File: config.mk
export PLATFORM = sky130hd
export DESIGN_NAME = z80_mem_bridge
export DESIGN_NICKNAME = d
export VERILOG_FILES = /design/src/rtl/z80_bus_pkg.sv /design/src/rtl/bridge_timeout.sv /design/src/rtl/z80_mem_bridge.sv
export SDC_FILE = /design/constraint.sdc
export NUM_CORES = 1
export LEC_CHECK = 0
export BUFFER_PORTS_ARGS = -buffer_cell sky130_fd_sc_hd__buf_2
export CAP_MARGIN = 20
export CORE_UTILIZATION = 40
export DETAILED_ROUTE_END_ITERATION = 8
export GPL_ROUTABILITY_DRIVEN = 0
export PLACE_DENSITY = 0.7
export SYNTH_ARGS = -nofsm -noshare
export SYNTH_HDL_FRONTEND = slang
export SYNTH_SLANG_ARGS = --single-unit
File: constraint.sdc
create_clock -name clk -period 1.3 [get_ports clk]
set_input_delay 0.065 -clock clk [delete_from_list [all_inputs] [get_ports clk]]
set_output_delay 0.065 -clock clk [all_outputs]
set_load 0.02 [all_outputs]
File: src/rtl/z80_bus_pkg.sv
// Shared Z80 bus types: bridge FSM state encoding and the idle-bus byte.
package z80_bus_pkg;

  typedef enum logic [1:0] {
    IDLE = 2'd0,
    REQ  = 2'd1,
    HOLD = 2'd2
  } bridge_state_t;

  localparam logic [7:0] Z80_IDLE_DATA = 8'hFF;

endpackage

File: src/rtl/bridge_timeout.sv
// Loadable down-counter bounding how long a memory request may stay open.
module bridge_timeout #(
  parameter int unsigned TIMEOUT = 64
) (
  input  logic clk,
  input  logic reset_n,
  input  logic load,
  input  logic en,
  output logic expired
);

  localparam int unsigned CW = $clog2(TIMEOUT);

  logic [CW-1:0] count;

  always_ff @(posedge clk or negedge reset_n) begin
    if (!reset_n) begin
      count <= '0;
    end else if (load) begin
      count <= CW'(TIMEOUT - 1);
    end else if (en && (count != '0)) begin
      count <= count - CW'(1);
    end
  end

  assign expired = (count == '0);

endmodule

File: src/rtl/z80_mem_bridge.sv
// Turns Z80 memory strobes into one req/ack transaction per CPU cycle,
// stalling the CPU via wait_n until memory answers or the request times out.
module z80_mem_bridge
  import z80_bus_pkg::*;
#(
  parameter int unsigned TIMEOUT   = 64,
  parameter logic [7:0]  IDLE_DATA = Z80_IDLE_DATA
) (
  input  logic        clk,
  input  logic        reset_n,
  input  logic        cpu_mreq_n,
  input  logic        cpu_rd_n,
  input  logic        cpu_wr_n,
  input  logic        cpu_rfsh_n,
  input  logic [15:0] cpu_a,
  input  logic [7:0]  cpu_dout,
  output logic [7:0]  cpu_di,
  output logic        cpu_wait_n,
  output logic        mem_req,
  output logic        mem_we,
  output logic [15:0] mem_addr,
  output logic [7:0]  mem_wdata,
  input  logic        mem_ack,
  input  logic [7:0]  mem_rdata,
  output logic        err
);

  bridge_state_t state, state_d;
  logic          strb;
  logic          capture;
  logic          tmo_load, tmo_en, tmo_expired;
  logic          mem_req_d, err_d;
  logic [7:0]    cpu_di_d;

  assign strb = !cpu_mreq_n && cpu_rfsh_n && (!cpu_rd_n || !cpu_wr_n);

  // Combinational term lets the CPU see wait low on its first T2 enable.
  assign cpu_wait_n = !((state == REQ) || ((state == IDLE) && strb));

  bridge_timeout #(.TIMEOUT(TIMEOUT)) u_timeout (
    .clk     (clk),
    .reset_n (reset_n),
    .load    (tmo_load),
    .en      (tmo_en),
    .expired (tmo_expired)
  );

  always_ff @(posedge clk or negedge reset_n) begin
    if (!reset_n) begin
      state     <= IDLE;
      mem_req   <= 1'b0;
      err       <= 1'b0;
      cpu_di    <= IDLE_DATA;
      mem_we    <= 1'b0;
      mem_addr  <= '0;
      mem_wdata <= '0;
    end else begin
      state   <= state_d;
      mem_req <= mem_req_d;
      err     <= err_d;
      cpu_di  <= cpu_di_d;
      if (capture) begin
        mem_we    <= !cpu_wr_n;
        mem_addr  <= cpu_a;
        mem_wdata <= cpu_dout;
      end
    end
  end

  // Next state plus registered-output next values.
  always_comb begin
    state_d   = state;
    mem_req_d = mem_req;
    err_d     = err;
    cpu_di_d  = cpu_di;
    capture   = 1'b0;
    tmo_load  = 1'b0;
    tmo_en    = 1'b0;
    case (state)
      IDLE: begin
        if (strb) begin
          capture   = 1'b1;
          mem_req_d = 1'b1;
          tmo_load  = 1'b1;
          state_d   = REQ;
        end
      end
      REQ: begin
        if (mem_ack) begin
          mem_req_d = 1'b0;
          if (!mem_we) cpu_di_d = mem_rdata;
          state_d = HOLD;
        end else if (tmo_expired) begin
          mem_req_d = 1'b0;
          err_d     = 1'b1;
          if (!mem_we) cpu_di_d = IDLE_DATA;
          state_d = HOLD;
        end else begin
          tmo_en = 1'b1;
        end
      end
      HOLD: begin
        // Waiting for the CPU to release its strobe guarantees one txn per cycle.
        if (!strb) state_d = IDLE;
      end
      default: state_d = IDLE;
    endcase
  end

endmodule

==> flow_summary.yaml <==
finish:
  finish.utilization: 0.674
  finish.instance_area_sq_um: 3040
  layout-drive-gt1-share: 0.610
  final_net_count: 312
  fill_cells: 326
  area.growth.synth_to_final_pct: 56.4
setup_path:
  setup.worst_path.start_class: "register"
  slowest_stage: "or3_4"
  worst-setup-path-type: "register to register"
  critical_path.top_delay_family: "simple AND/OR/NAND/NOR gates"
  worstPathBufferInverterCount: 0
  crit_path_cell_trace: "or3_4, o211ai_1, mux2i_1"
  cp_slowest_stage_delay_ps: 420
  critPathCaptureType: "register"
  cp_data_required_time_ps: 1520
  highest_fanout_seen_on_the_critical_path: 4
  timing.critical_path.arrival_ps: 1620
floorplanning:
  starting_density_of_the_core: 0.431
  dieArea_sq_um: 5140
  boundaryPins: 75
  die_w_microns: 71.7
  placement_rows: 24
  die_h_microns: 71.7
  core-area_sq_um: 4500
yosys:
  synth_top_flop_cell: "dfrtp_1"
  synth_edf_count: 0
  post_synth_instance_area_sq_um: 1940
  async_reset_ff_frac: 1.00
  synth_fp_nets: 185
  yosysWarnings: 0
  syn-instance-count: 144
  synth.ff_latch_count: 43
  synthesis.area_per_instance_sq_um: 13.5
  ys_seq_area_frac: 0.559
  netlist-cell-type-count: 35
timing:
  worst_pin_slew_ps: 435
  timing.final.crit_period_ps: 1400
  final_hold_viol_count: 0
  setup-violations-final: 29
  maxSlewHeadroom: 0.710
  finalCritPeriodShare: 1.08
  worst_clock_skew_ps: 6.17
  timing.hold.ws_ps: 8.25
  rsz0062_at_grt: "yes"
  timing_max_transition_violations_final: 0
  fmaxAchievable_ghz: 0.714
  setup_ws_ps: -99.8
outcome:
  outcome: "finished, violations left"
  violations: "negative setup slack"
clocking:
  cts_root_buf: "clkbuf_8"
  insertion_delay_ps: 290
  tritoncts_buffer_count: 5
  clock_tree.buffer_depth: 2
  cts.htree.levels: 2
  cts_tree: "yes"
  clock_sink_count: 43
  register_clock_pin_slew_on_the_reported_worst_setup_and_hold_paths_ps: 80
detailed_routing:
  ant_nets: 0
  firstDrtPassIters: 4
  drt_drc_violations_left: 0
  detail_route.wl_per_cell_microns: 15.2
  dr_total_vias: 1600
  wirelength_microns: 4930
  routed_via_density: 4.92
  first_iter_violations: 47
grt:
  grt_max_degree: 27
  global_route.usage.total: 0.196
  grt_pass1_wl_microns: 7640
  grt_overflow_total: 0
  first_global_vias: 1621
  antenna_violations_before_repair: 0
place:
  place_area_sq_um: 2540
  place.port_buffers: 74
  hpwlAfterDp_microns: 3000
flow_run:
  cap_viol_max_count: 0
power_and_ir_drop:
  cellLeakagePower_nw: 1.50
  power.density_cell_area_nw_per_um2: 1490
  fin_total_pwr_mw: 4.51
  power.ir.vdd_worst_mv: 0.908
worst_hold_path:
  hold_path_class: "input pin to register"
## flip-flops by register name, summed over array words and instances, names as in the netlist
register	cells
state	2
mem_wdata	8
mem_req	1
mem_addr	16
u_timeout.count	6
err	1
cpu_di	8
mem_we	1
## cell families after synthesis
| logic type | count (synthesis) | share of synthesized area |
|---|---|---|
| AOI/OAI and AO/OA | 31 | 0.101 |
| adders and majority gates | 2 | 0.0129 |
| buffers and inverters | 17 | 0.0419 |
| DFF | 43 | 0.559 |
| muxes | 30 | 0.201 |
| and+or+nand+nor | 21 | 0.0838 |
## worst reg2reg max path: cells and delay by family (launching register included)
| family | cells | cell delay [ps] |
|---|---|---|
| and+or+nand+nor | 1 | 420 |
| DFF | 1 | 410 |
| AOI/OAI and AO/OA | 1 | 290 |
| muxes | 1 | 220 |
## routing by layer
layer | GRT usage | up-vias | part of all wire
met5 | 0 | - | 0
met4 | 0.0937 | 0 | 0.033
met3 | 0.0492 | 16 | 0.027
met2 | 0.326 | 40 | 0.52
met1 | 0.240 | 773 | 0.42
li1 | - | 771 | -
## metrics by stage
step,cells,worst slack (ps),TNS [ps]
after floorplan,144,-65.4,-1030
after global placement,285,-40.4,-63.6
after detailed placement,285,-63.3,-311
after CTS,321,-65.2,-1320
after global routing,324,-122,-2810
final,325,-99.8,-1750
## layout make-up
type / count / area (sq um) / share of cell area
Sequential cell: 43 / 1090 / 0.358
Antenna cell: 1 / 2.50 / 0.000824
Clock buffer: 6 / 72.6 / 0.0239
Inverter: 13 / 48.8 / 0.0161
Multi-Input combinational cell: 84 / 881 / 0.290
Tap cell: 52 / 65.1 / 0.0214
Timing Repair Buffer: 124 / 868 / 0.286
Clock inverter: 2 / 12.5 / 0.00412
## synthesized netlist by cell type (2+ instances only)
cell      count  area share
mux2i_1       6       0.031
o22ai_1       8       0.026
nand2_1       2      0.0039
a31oi_1       5       0.016
o211ai_1      4       0.015
inv_1        13       0.025
buf_6         2       0.012
nand2b_1      2      0.0064
mux2_2        8       0.046
dfstp_2       8        0.11
ha_1          2       0.013
nor2b_1       2      0.0064
nor3_1        2      0.0052
nor2_1        2      0.0039
mux2_4       16        0.12
a21oi_1       9       0.023
dfrtp_1      35        0.45
## path summary, 6_finish.rpt
path / from / to / slack (ps) / cells past startpoint
max reg2reg: u_timeout.count[4]$_DFFE_PN0P_ / u_timeout.count[2]$_DFFE_PN0P_ / -100 / 3
max: u_timeout.count[4]$_DFFE_PN0P_ / u_timeout.count[2]$_DFFE_PN0P_ / -100 / 3
max in group asynchronous: reset_n / u_timeout.count[0]$_DFFE_PN0P_ / 590 / 3
min reg2reg: cpu_di[2]$_DFFE_PN1P_ / cpu_di[2]$_DFFE_PN1P_ / 480 / 2
min in group asynchronous: reset_n / mem_we$_DFFE_PN0P_ / 230 / 2
min: cpu_a[5] / mem_addr[5]$_DFFE_PN0P_ / 8 / 2
## power by group
part           internal, mW  switching [mW]
sequential             1.69           0.207
combinational         0.870           0.915
clock                 0.376           0.451
## cells in the final DEF, fill, tap and decap left out, types with 2 or more instances in the layout
cell | Yosys | final
o22ai_1 | 8 | 8
a21oi_2 | 1 | 9
nor3b_2 | 1 | 2
dfrtp_1 | 35 | 34
a31oi_1 | 5 | 5
buf_12 | 0 | 3
inv_1 | 13 | 11
buf_4 | 0 | 18
nand2_1 | 2 | 2
buf_2 | 1 | 73
inv_2 | 0 | 2
mux2_4 | 16 | 17
clkbuf_8 | 0 | 5
o211ai_1 | 4 | 4
dfstp_2 | 8 | 8
dlygate4sd3_1 | 0 | 24
mux2_2 | 8 | 7
nor2_1 | 2 | 2
mux2i_1 | 6 | 6
buf_6 | 2 | 6
## what timing repair did
| item | in CTS | in global routing |
|---|---|---|
| hold buffers | 23 | 1 |
| setup endpoints to repair | 30 | 40 |
| endpoints found under the hold margin | 31 | 1 |
| pin swaps | 5 | 9 |
| resized for setup | 9 | 21 |
| buffers inserted | 5 | 2 |
(Power assumes the default switching activity.)
